$ cat config.mk
export PLATFORM = sky130hd
export DESIGN_NAME = contar_autos_multi
export DESIGN_NICKNAME = d
export VERILOG_FILES = /design/src/rtl/contar_autos_pkg.sv /design/src/rtl/contar_autos_multi_sincronizador_flanco.sv /design/src/rtl/contar_autos_multi.sv
export SDC_FILE = /design/constraint.sdc
export NUM_CORES = 1
export LEC_CHECK = 0
export ABC_AREA = 1
export BUFFER_PORTS_ARGS = -buffer_cell sky130_fd_sc_hd__buf_4
export CAP_MARGIN = 40
export CORE_ASPECT_RATIO = 0.7
export CORE_MARGIN = 5
export CORE_UTILIZATION = 45
export CTS_BUF_LIST = sky130_fd_sc_hd__clkbuf_2
export CTS_CLUSTER_SIZE = 16
export DETAILED_ROUTE_END_ITERATION = 8
export MAX_ROUTING_LAYER = met4
export PLACE_DENSITY = 0.73
export SLEW_MARGIN = 0
export SYNTH_ARGS = -nofsm -noshare
export SYNTH_HDL_FRONTEND = slang
export SYNTH_SLANG_ARGS = --single-unit
$ cat constraint.sdc
create_clock -name clk -period 9.2 [get_ports clk]
set_clock_uncertainty 0.2 [all_clocks]
set_input_delay 1.38 -clock clk [delete_from_list [all_inputs] [get_ports clk]]
set_output_delay 1.38 -clock clk [all_outputs]
set_load 0.01 [all_outputs]
$ cat src/rtl/contar_autos_pkg.sv
// Shared constants and the ordered accept-mask helper for the parking occupancy counter.
package contar_autos_pkg;

    localparam int CAPACIDAD_DEF = 100;
    localparam int T_BARRERA_DEF = 16;
    localparam int MAX_PUERTAS   = 8;

    // Grants up to 'limit' requests, lowest gate index first.
    function automatic logic [MAX_PUERTAS-1:0] popcount_lim(
        input logic [MAX_PUERTAS-1:0] vec,
        input int unsigned            limit
    );
        logic [MAX_PUERTAS-1:0] mask;
        int unsigned            cnt;
        mask = '0;
        cnt  = 0;
        for (int i = 0; i < MAX_PUERTAS; i++) begin
            if (vec[i] && (cnt < limit)) begin
                mask[i] = 1'b1;
                cnt++;
            end
        end
        return mask;
    endfunction

endpackage

$ cat src/rtl/contar_autos_multi_sincronizador_flanco.sv
// Two-flop synchroniser with rising-edge detect; events are masked until the
// pipeline holds a real post-reset sample, so a level already high at release is ignored.
module sincronizador_flanco (
    input  logic clk,
    input  logic reset,
    input  logic d,
    output logic evento
);

    logic       s1, s2, prev;
    logic [2:0] vld;

    always_ff @(posedge clk or negedge reset) begin
        if (!reset) begin
            s1   <= 1'b0;
            s2   <= 1'b0;
            prev <= 1'b0;
            vld  <= 3'b000;
        end else begin
            s1   <= d;
            s2   <= s1;
            prev <= s2;
            vld  <= {vld[1:0], 1'b1};
        end
    end

    assign evento = s2 & ~prev & vld[2];

endmodule

$ cat src/rtl/contar_autos_multi.sv
// Multi-gate parking occupancy counter: per-cycle exit/entry arbitration against
// capacity, registered status outputs and retriggerable per-gate barrier timers.
module contar_autos_multi
    import contar_autos_pkg::*;
#(
    parameter int  N_PUERTAS = 4,
    parameter int  CAPACIDAD = CAPACIDAD_DEF,
    parameter int  T_BARRERA = T_BARRERA_DEF,
    localparam int W         = $clog2(CAPACIDAD + 1)
) (
    input  logic                 clk,
    input  logic                 reset,
    input  logic [N_PUERTAS-1:0] entrada,
    input  logic [N_PUERTAS-1:0] salida,
    output logic [W-1:0]         espacio,
    output logic [W-1:0]         libres,
    output logic                 lleno,
    output logic                 vacio,
    output logic [N_PUERTAS-1:0] abrir,
    output logic [N_PUERTAS-1:0] rechazo,
    output logic [N_PUERTAS-1:0] error_salida
);

    localparam int TW = $clog2(T_BARRERA + 1);
    localparam int WX = W + 4;

    logic [N_PUERTAS-1:0]   ev_in, ev_out;
    logic [MAX_PUERTAS-1:0] vin8, vout8, acc_in8, acc_out8;
    logic [WX-1:0]          n_in, n_out, room, esp_next;
    logic [TW-1:0]          timer [N_PUERTAS];

    for (genvar g = 0; g < N_PUERTAS; g++) begin : g_sync
        sincronizador_flanco u_sync_in (
            .clk    (clk),
            .reset  (reset),
            .d      (entrada[g]),
            .evento (ev_in[g])
        );
        sincronizador_flanco u_sync_out (
            .clk    (clk),
            .reset  (reset),
            .d      (salida[g]),
            .evento (ev_out[g])
        );
    end

    // Exits are granted first so that a car leaving frees room for an entry in the same cycle.
    always_comb begin
        vin8                  = '0;
        vout8                 = '0;
        vin8[N_PUERTAS-1:0]   = ev_in;
        vout8[N_PUERTAS-1:0]  = ev_out;
        acc_out8 = popcount_lim(vout8, 32'(espacio));
        n_out    = '0;
        for (int i = 0; i < MAX_PUERTAS; i++) n_out += WX'(acc_out8[i]);
        room     = WX'(CAPACIDAD) - WX'(espacio) + n_out;
        acc_in8  = popcount_lim(vin8, 32'(room));
        n_in     = '0;
        for (int i = 0; i < MAX_PUERTAS; i++) n_in += WX'(acc_in8[i]);
        esp_next = WX'(espacio) - n_out + n_in;
    end

    always_ff @(posedge clk or negedge reset) begin
        if (!reset) begin
            espacio      <= '0;
            libres       <= W'(CAPACIDAD);
            lleno        <= 1'b0;
            vacio        <= 1'b1;
            rechazo      <= '0;
            error_salida <= '0;
            for (int i = 0; i < N_PUERTAS; i++) timer[i] <= '0;
        end else begin
            espacio      <= W'(esp_next);
            libres       <= W'(WX'(CAPACIDAD) - esp_next);
            lleno        <= (esp_next == WX'(CAPACIDAD));
            vacio        <= (esp_next == '0);
            rechazo      <= ev_in  & ~acc_in8[N_PUERTAS-1:0];
            error_salida <= ev_out & ~acc_out8[N_PUERTAS-1:0];
            for (int i = 0; i < N_PUERTAS; i++) begin
                if (acc_in8[i])
                    timer[i] <= TW'(T_BARRERA);
                else if (timer[i] != '0)
                    timer[i] <= timer[i] - 1'b1;
            end
        end
    end

    always_comb begin
        abrir = '0;
        for (int i = 0; i < N_PUERTAS; i++) abrir[i] = (timer[i] != '0);
    end

endmodule

# Word-level counts from Yosys, hierarchy flattened
# Cells that the tools add are included.
[op_classes] addsub=19 n_lt_le_gt_ge=8 eq_ne=1 muxes=22 bitwise=28 n_reduce_logical=17
[ops] operator="$add 32x1->32 const B" count=4
[ops] operator="$mux 32" count=4
[ops] operator="$lt 32x11->1" count=3
[ops] operator="$lt 32x7->1" count=3
[ops] operator="$mux 5" count=8
[ops] operator="$reduce_bool 5->1" count=4
[ops] operator="$sub 5x1->5 const B" count=4
[ops] operator="$add 8x5->9" count=2
[ops] operator="$and 1x1->1" count=16
[ops] operator="$eq 11x7->1 const B" count=1
[ops] operator="$logic_not 11->1" count=1
[ops] operator="$lt 1x11->1 const A" count=1
[ops] operator="$mux 1" count=10
[ops] operator="$add 3x1->4" count=2
[ops] operator="$and 4x4->4" count=2
[ops] operator="$logic_and 1x1->1" count=8
[ops] operator="$not 1->1" count=8
[ops] operator="$not 4->4" count=2
[ops] operator="$reduce_bool 2->1" count=4
[ops] operator="$sub 7x4->8" count=1
[ops] operator="$sub 7x7->8 const A" count=1
[ops] operator="$lt 1x7->1 const A" count=1
[ops] operator="$sub 6x7->7 const A" count=1
[ops] operator="$add 2x1->3" count=2
[ops] operator="$add 1x1->2" count=2
[totals] reg_bits=92 input_bits=10 elab_cells=137

# Logic depth before layout (Yosys ltp)
# Gate-level depths: netlist of run 1.
[logic_depth] depth_word=31 ltp_mapped=69

# Cells and area by module
# A second synthesis of run 1 with hierarchy kept.
[hier_totals] cells_unflattened=438 area_unflattened_um2=4326.6
[by_module_without_submodules] mod="contar_autos_multi" instances=1 cells_per_inst=366 area_per_inst_um2=3015.4 seq_area_each_um2=1081.0
[by_module_without_submodules] mod="sincronizador_flanco" instances=8 cells_per_inst=9 area_per_inst_um2=163.9 seq_area_each_um2=150.1

# Worst setup path before layout of run 1
# OpenSTA, ideal clock, no wires.
[synth_path] kind="reg-to-reg" startpoint="register espacio[4]" endpoint="register vacio" setup_time_ps=68 t_arrival_ps=9408 setup_slack_ps=-476 path_stages_with_launch=63 n_path_buf=0 cell_sequence="dfrtp_1 nor2_4 nand2_1 nor2_1 nand2_1 inv_1 a31oi_1 nand2_1 inv_1 ha_1 ha_1 a21boi_0 o21ai_1 nand2_1 o21ai_0 ha_1 o21a_1 o31ai_1 [... 27 more ...] nand3_1 nand2_2 nand2_4 nand2_4 fa_1 inv_1 ha_1 ha_1 inv_1 fa_1 or2_2 nand2_1 nand2_2 nor2_1 nand2_2 xor2_2 nand4_1 nor2_1"
[synth_between] elab_chain_cells=29 elab_cells_between_ends=45 cone_classes="add/sub: 14; order compare: 8; mux: 14; reduce/logical: 9"
[synth_lines] element="start, declared" line_no="contar_autos_multi.sv:15" source="output logic [W-1:0] espacio,"
[synth_lines] element="start signal, assigned" line_no="contar_autos_multi.sv:73" source="espacio <= W'(esp_next);"
[synth_lines] element="$lt 1x7->1" line_no="contar_autos_pkg.sv:18" source="if (vec[i] && (cnt < limit)) begin"
[synth_lines] element="$logic_and 1x1->1" line_no="contar_autos_pkg.sv:18"
[synth_lines] element="$mux 1" line_no="contar_autos_pkg.sv:18"
[synth_lines] element="$lt 32x7->1" line_no="contar_autos_pkg.sv:18"
[synth_lines] element="$logic_and 1x1->1" line_no="contar_autos_pkg.sv:18"
[synth_lines] element="$mux 32" line_no="contar_autos_pkg.sv:18"
[synth_lines] element="$lt 32x7->1" line_no="contar_autos_pkg.sv:18"
[synth_lines] element="$logic_and 1x1->1" line_no="contar_autos_pkg.sv:18"
[synth_lines] element="[... 13 more ...]"
[synth_lines] element="$logic_and 1x1->1" line_no="contar_autos_pkg.sv:18"
[synth_lines] element="$mux 32" line_no="contar_autos_pkg.sv:18"
[synth_lines] element="$lt 32x11->1" line_no="contar_autos_pkg.sv:18"
[synth_lines] element="$logic_and 1x1->1" line_no="contar_autos_pkg.sv:18"
[synth_lines] element="$mux 1" line_no="contar_autos_pkg.sv:18"
[synth_lines] element="$add 3x1->4" line_no="contar_autos_multi.sv:59" source="for (int i = 0; i < MAX_PUERTAS; i++) n_in += WX'(acc_in8[i]);"
[synth_lines] element="$add 8x5->9 *" line_no="contar_autos_multi.sv:60" source="esp_next = WX'(espacio) - n_out + n_in;"
[synth_lines] element="$logic_not 11->1 *" line_no="contar_autos_multi.sv:76" source="vacio <= (esp_next == '0);"
[synth_lines] element="end signal, assigned" line_no="contar_autos_multi.sv:76"
[synth_lines] element="end, declared" line_no="contar_autos_multi.sv:18" source="output logic vacio,"
# Mark *: on every way between the ends. The rest lies on a longest branch, timed or not.
# A chain may end at the register's enable or synchronous reset.

# Worst setup path in the final report of run 1
# Same ends and word-level chain as after synthesis.

==> reports/qor.yml, run 1 <==
power_and_ir_drop:
  power_density_mw_per_mm2: 331
  leakage_nw: 2.69
  peakVddDrop_mv: 0.147
worst_setup_path:
  rr_worst_depth: 64
  cp_top_family: "adder cells"
  startpoint_type: "register"
  crit_path_end_kind: "register"
  setup.worst_path.start: "espacio[4]$_DFF_PN0_"
  critPathCapture: "vacio$_DFF_PN1_"
  timing.rr.end: "vacio$_DFF_PN1_"
  critPathRequiredTime_ns: 9.48
  worstReg2RegStart: "espacio[4]$_DFF_PN0_"
  slowest_stage: "fa_1"
  critical_path_peak_fanout: 3
  cpPeakStageDelay_ns: 0.59
  crit_type: "reg2reg"
  crit_buf_inv: 9
  worst-path-stages: 64
  cp.arrival_ns: 9.82
  r2r_slack_ns: -0.35
cts:
  clock-sinks: 70
  h-tree-depth: 3
  cts_max_path_buffers: 2
  clkTransAtPathRegs_ns: 0.19
  numCtsBuffers: 9
  insertion_delay_ns: 0.52
  ctsRootBufferMaster: "clkbuf_2"
  cts_tree: "done"
sta:
  max_freq_ghz: 0.105
  worstMarginPinSlew_ns: 0.518
  fin_crit_ns: 9.55
  finalCritPeriodShare: 1.04
  worst_slack_ns: -0.346
  rsz0062_at_grt: "true"
  finalHoldViolCount: 0
  setup_tns_ns: -1.78
  finalSetupViolCount: 9
  maxSlewHeadroom: 0.653
  drv_slew: 0
yosys:
  ys_ff_latch: 70
  synthesis.nets: 451
  postSynthCellCount: 407
  dominantRegCellSynth: "dfrtp_1"
  ys_warn_count: 0
  syn-cell-area_sq_mm: 0.00392
  synth-seq-area-share: 0.449
  async_reset_ff_frac: 1.00
  synth_edf_count: 0
  synth_area_leaders: "dfrtp_1, ha_1, inv_1"
  syn_area_per_cell_sq_um: 9.62
  netlist-cell-type-count: 46
  synth_top_area_frac: 0.422
  synth_top_area_cell: "dfrtp_1"
drt:
  wl_per_cell_um: 12.8
  drc: 0
  antenna_left: 0
  drt-pass1-iter-count: 4
  routed_wl_mm: 8.46
  via_count: 3063
  drt_iter0_markers: 151
  avgViaCountPerCell: 4.63
global_route:
  overflow: 0
  grt_pass1_wl_mm: 13.8
  grt.total_usage: 0.170
  antenna_found_initial: 0
  grt_pass1_vias: 3038
  grt_max_degree: 56
finish:
  largest_reg_flops: 20
  antenna_cells: 0
  largest_register: "timer"
  drive_gt1_frac: 0.470
  syn_to_final_growth_pct: 39.5
  fin_area_sq_mm: 0.00546
  layout.nets: 580
  top_regs: "timer: 20 flops, libres: 7 flops, espacio: 6 flops"
floorplanning:
  die_y_um: 88.1
  floorplan.initialDensity: 0.462
  die_x_um: 122
  core.rowCount: 28
  core_sq_mm: 0.00848
  ioPinCount: 38
  dieArea_sq_mm: 0.0107
placed_design:
  dp_worst_setup_slack_ns: -0.470
  dp_hpwl_mm: 5.85
  placed_area_sq_mm: 0.00485
  port_buffers: 37
  gp_congestion: 0.841
status:
  status: "finished, violations left"
  violations: "negative setup slack"
hold_path:
  hold_class: "reg2reg"
job:
  drv_cap: 0
[cell usage in the layout (no fill, tap or decap), types with 3 or more instances in the layout]
| cell type | synthesis | layout |
|---|---|---|
| buf_4 | 1 | 116 |
| dfrtp_1 | 66 | 63 |
| inv_1 | 64 | 51 |
| nand2_1 | 58 | 46 |
| nor2_1 | 38 | 30 |
| inv_2 | 8 | 19 |
| ha_1 | 31 | 19 |
| nand3_1 | 19 | 16 |
| a21oi_1 | 16 | 15 |
| nand2_2 | 9 | 14 |
| nand2_4 | 5 | 12 |
| ha_4 | 0 | 12 |
| nor3_1 | 12 | 11 |
| xor2_1 | 12 | 11 |
| clkbuf_2 | 0 | 11 |
| nor2_2 | 3 | 8 |
| nor2_4 | 4 | 7 |
| o21ai_0 | 8 | 6 |
| xor2_4 | 5 | 6 |
| a211oi_2 | 5 | 5 |
| o21ai_2 | 1 | 4 |
| nand3_2 | 1 | 4 |
| dfstp_2 | 4 | 4 |
| nand4_1 | 3 | 3 |
| xor2_2 | 3 | 3 |
| inv_4 | 1 | 3 |
| dfrtp_2 | 0 | 3 |
[power by group]
part	total [mW]	leakage [nW]	internal, mW	switching, mW
sequential	0.465	0.831	0.405	0.0593
combinational	1.17	1.79	0.534	0.640
clock	0.172	0.0670	0.0628	0.109
[synth_stat cells, types with 2 or more instances]
cell      number
dfrtp_1       66
inv_1         64
nand2_1       58
nor2_1        38
ha_1          31
nand3_1       19
a21oi_1       16
nor3_1        12
xor2_1        12
nand2_2        9
inv_2          8
o21ai_0        8
a211oi_2       5
nand2_4        5
xor2_4         5
dfstp_2        4
nor2_4         4
fa_1           3
nand4_1        3
nor2_2         3
o21ai_1        3
xor2_2         3
a211oi_1       2
nor4_1         2
o21bai_1       2
o31ai_1        2
[worst reg2reg max path: cells and delay by family (launching register included)]
kind | cells | cell delay [ns]
xor gates and xnor gates | 2 | 0.31
buffers and inverters | 9 | 0.46
and+or+nand+nor | 30 | 3.22
AOI/OAI and AO/OA | 9 | 1.10
adders and majority gates | 14 | 3.74
DFF | 1 | 0.46
[per-layer routing]
metal	track usage	up-vias	routed length [um]
li1	-	1544	-
met1	0.217	1462	3870
met2	0.264	40	4170
met3	0.0458	17	294
met4	0.0560	0	125
met5	-	-	0
[how the worst min path moves through the flow]
stage,startpoint,endpoint,depth (start not counted),slack (ns)
5_1_grt,g_sync[3].u_sync_out.vld[0]$_DFF_PN0_,g_sync[3].u_sync_out.vld[1]$_DFF_PN0_,0,0.18
4_1_cts,g_sync[3].u_sync_out.vld[0]$_DFF_PN0_,g_sync[3].u_sync_out.vld[1]$_DFF_PN0_,0,0.15
3_3_place_gp,g_sync[3].u_sync_out.vld[0]$_DFF_PN0_,g_sync[3].u_sync_out.vld[1]$_DFF_PN0_,0,0.13
6_report,g_sync[3].u_sync_out.vld[0]$_DFF_PN0_,g_sync[3].u_sync_out.vld[1]$_DFF_PN0_,0,0.16
3_5_place_dp,g_sync[0].u_sync_out.s1$_DFF_PN0_,g_sync[0].u_sync_out.s2$_DFF_PN0_,0,0.13
2_1_floorplan,g_sync[0].u_sync_in.s1$_DFF_PN0_,g_sync[0].u_sync_in.s2$_DFF_PN0_,0,0.13
[timing repair]
item / in CTS / in global routing
pin swaps: 31 / 41
resized for setup: 18 / 44
hold buffers: 0 / 0
setup buffers: 15 / 15
setup endpoints to repair: 11 / 14
[per-stage QoR]
step / util / power [mW] / instances / hold WS, ns
2_1_floorplan: - / 1.13 / 407 / 0.131
3_3_place_gp: 0.568 / 1.43 / 614 / 0.131
5_1_grt: 0.644 / 1.97 / 661 / 0.176
3_5_place_dp: 0.572 / 1.47 / 615 / 0.135
4_1_cts: 0.607 / 1.71 / 646 / 0.152
6_report: 0.644 / 1.81 / 661 / 0.157
[logic make-up after synthesis]
logic type               synth area share
other                            0.000958
adder cells (fa/ha/maj)             0.114
XOR/XNOR                           0.0808
AND/OR/NAND/NOR                     0.204
AO/OA/AOI/OAI                      0.0783
flip-flops                          0.449
buffers and inverters              0.0735
[final cells by class]
type / count / area, sq um
fill: 640 / 3010
multi-input combinational: 262 / 2230
clock buffer: 11 / 55.1
sequential: 70 / 1760
clock inverter: 5 / 50.0
tap: 120 / 150
inverter: 73 / 282
timing repair buffer: 120 / 941
Power figures use the tool's default switching activity.
==> inputs of run 2 (changes only) <==
--- a/config.mk
+++ b/config.mk
@@ -5,17 +5,18 @@
 export SDC_FILE = /design/constraint.sdc
 export NUM_CORES = 1
 export LEC_CHECK = 0
-export ABC_AREA = 1
 export BUFFER_PORTS_ARGS = -buffer_cell sky130_fd_sc_hd__buf_4
 export CAP_MARGIN = 40
+export CELL_PAD_IN_SITES_DETAIL_PLACEMENT = 0
+export CELL_PAD_IN_SITES_GLOBAL_PLACEMENT = 1
 export CORE_ASPECT_RATIO = 0.7
 export CORE_MARGIN = 5
-export CORE_UTILIZATION = 45
+export CORE_UTILIZATION = 44
 export CTS_BUF_LIST = sky130_fd_sc_hd__clkbuf_2
 export CTS_CLUSTER_SIZE = 16
 export DETAILED_ROUTE_END_ITERATION = 8
 export MAX_ROUTING_LAYER = met4
-export PLACE_DENSITY = 0.73
+export PLACE_DENSITY = 0.86
 export SLEW_MARGIN = 0
 export SYNTH_ARGS = -nofsm -noshare
 export SYNTH_HDL_FRONTEND = slang
==> run 2 against run 1 <==
Effect of this change:
- the flow still finishes with violations (negative setup slack)
- sequential share of layout area rose by 2.0 points
- synthesized area shrank 3.9%
- non-clock buffer count fell by 1
- die area is 1.6% lower
- sequential power down 1%
- count of clock-buffer cells in the layout fell by 2
- largest cell class unchanged
==> reports/qor.yml, run 2 <==
floorplanning:
  die_y_um: 87.4
  ioPinCount: 38
  die_x_um: 121
  floorplan.initialDensity: 0.447
  core.rowCount: 28
  core_sq_mm: 0.00841
  dieArea_sq_mm: 0.0105
yosys:
  async_reset_ff_frac: 1.00
  postSynthCellCount: 352
  dominantRegCellSynth: "dfrtp_1"
  ys_warn_count: 0
  synth_top_area_cell: "dfrtp_1"
  synth_area_leaders: "dfrtp_1, ha_1, xnor2_1"
  yosysMostFrequentCell: "dfrtp_1"
  netlist-cell-type-count: 61
  synth-seq-area-share: 0.467
  syn_area_per_cell_sq_um: 10.7
  synthTopCellsByCount: "dfrtp_1, inv_1, nor2_1"
  synth_edf_count: 0
  synthesis.nets: 396
  ys_ff_latch: 70
  synth_top_area_frac: 0.439
  syn-cell-area_sq_mm: 0.00376
global_route:
  grt_pass1_vias: 3006
  grt_pass1_wl_mm: 14.2
  grt_max_degree: 37
  antenna_found_initial: 0
  overflow: 0
  grt.total_usage: 0.178
sta:
  rsz0062_at_grt: "true"
  finalSetupViolCount: 15
  worstMarginPinSlew_ns: 0.760
  drv_slew: 0
  finalHoldViolCount: 0
  finalCritPeriodShare: 1.16
  maxSlewHeadroom: 0.486
  fin_crit_ns: 10.72
  worst_slack_ns: -1.52
  max_freq_ghz: 0.0933
drt:
  avgViaCountPerCell: 5.04
  drt-pass1-iter-count: 4
  drc: 0
  antenna_left: 0
  wl_per_cell_um: 14.3
  via_count: 2934
  drt_iter0_markers: 163
  routed_wl_mm: 8.31
finish:
  largest_register: "timer"
  largest_reg_flops: 20
  fin_area_sq_mm: 0.00513
  final_cell_mix: "buf_4, dfrtp_1, inv_1"
  drive_gt1_frac: 0.413
  layout.nets: 516
  syn_to_final_growth_pct: 36.3
  fin_util: 0.610
  top_regs: "timer: 20 flops, libres: 7 flops, espacio: 6 flops"
  antenna_cells: 0
  final_common_cell: "buf_4"
  final_cells: 582
worst_setup_path:
  startpoint_type: "register"
  cp_top_family: "adder cells"
  crit_buf_inv: 6
  crit_type: "reg2reg"
  critical_path_peak_fanout: 4
  slowest_stage: "fa_1"
  cpPeakStageDelay_ns: 0.50
  critPathRequiredTime_ns: 9.46
  cpMostUsedCell: "ha_4"
  cp.arrival_ns: 10.97
  crit_path_end_kind: "register"
cts:
  numCtsBuffers: 9
  clock-sinks: 70
  ctsHoldBuffers: 0
  cts_tree: "done"
  clkTransAtPathRegs_ns: 0.20
  insertion_delay_ns: 0.53
  ctsRootBufferMaster: "clkbuf_2"
  h-tree-depth: 3
  cts_max_path_buffers: 2
placed_design:
  port_buffers: 37
  dp_hpwl_mm: 6.21
  placed_cells: 551
  gp_congestion: 0.825
  placed_area_sq_mm: 0.00478
  dp_worst_setup_slack_ns: -1.85
status:
  violations: "negative setup slack"
  status: "finished, violations left"
job:
  drv_cap: 0
power_and_ir_drop:
  power_density_mw_per_mm2: 376
  peakVddDrop_mv: 0.287
  leakage_nw: 2.39
hold_path:
  hold_class: "reg2reg"
run 2: changes by cell type after synthesis, sizes merged, moves of 6 or more:
cell    previous run  this run
nand3b             0         6
nand3             21         4
inv               73        40
xnor2              2        21
xor2              20         8
nand2             72        15
buf                1         9
nand2b             0         7
nor2              45        32
nor4               2         8
run 2: per-stage QoR:
stage	hold WS (ns)	power, mW	TNS, ns
3_3_place_gp	0.132	1.56	-17.61
2_1_floorplan	0.131	1.17	-20.09
4_1_cts	0.174	1.90	-16.22
5_1_grt	0.174	2.09	-24.14
6_report	0.172	1.93	-16.60
3_5_place_dp	0.135	1.59	-20.57
run 2: where the power goes:
group | leakage (nW) | internal, mW | switching [mW]
combinational | 1.49 | 0.676 | 0.622
clock | 0.0671 | 0.0609 | 0.111
sequential | 0.839 | 0.406 | 0.0530
total | 2.39 | 1.14 | 0.786
run 2: cell families after synthesis:
logic type | share of synthesized area
AOI/OAI and AO/OA | 0.128
xor gates and xnor gates | 0.0738
adders and majority gates | 0.122
buffers and inverters | 0.0569
DFF | 0.467
muxes | 0.00831
other | 0.000997
and+or+nand+nor | 0.143
run 2: final cells by class:
| class | instances | area (sq um) |
|---|---|---|
| fill | 692 | 3280 |
| inverter | 40 | 150 |
| clock inverter | 7 | 63.8 |
| clock buffer | 9 | 45.0 |
| sequential | 70 | 1760 |
| multi-input combinational | 232 | 2070 |
| tap | 105 | 131 |
| timing repair buffer | 119 | 911 |
run 2: per-layer routing:
| metal | global-route usage | routed length, um | up-vias |
|---|---|---|---|
| met1 | 0.231 | 4050 | 1428 |
| met4 | 0.0484 | 61 | 0 |
| met3 | 0.0597 | 391 | 4 |
| li1 | - | - | 1449 |
| met2 | 0.270 | 3810 | 53 |
| met5 | - | 0 | - |
run 2: path summary, 6_finish.rpt:
kind / from / to / slack [ns] / cells after the start
min in group asynchronous: reset / error_salida[1]$_DFF_PN0_ / 0.57 / 1
max in group asynchronous: reset / libres[2]$_DFF_PN1_ / 7.60 / 2
hold reg to reg: g_sync[1].u_sync_in.s1$_DFF_PN0_ / g_sync[1].u_sync_in.s2$_DFF_PN0_ / 0.17 / 0
setup / recovery: espacio[4]$_DFF_PN0_ / libres[5]$_DFF_PN1_ / -1.52 / 51
hold / removal: g_sync[1].u_sync_in.s1$_DFF_PN0_ / g_sync[1].u_sync_in.s2$_DFF_PN0_ / 0.17 / 0
setup reg to reg: espacio[4]$_DFF_PN0_ / libres[5]$_DFF_PN1_ / -1.52 / 51
run 2: worst register-to-register path, delay by kind of cell (launching register included):
kind	cells	cell delay [ns]
compound gates	14	2.48
xor+xnor	4	0.80
fa+ha+maj	14	3.86
buf+inv	6	0.29
flops	1	0.43
mux	3	0.64
simple gates	10	1.95
run 2: what timing repair did:
item	4_1_cts	5_1_grt
pin swaps	21	2
resized for setup	17	4
gates cloned	0	0
setup endpoints to repair	15	15
setup buffers	12	3
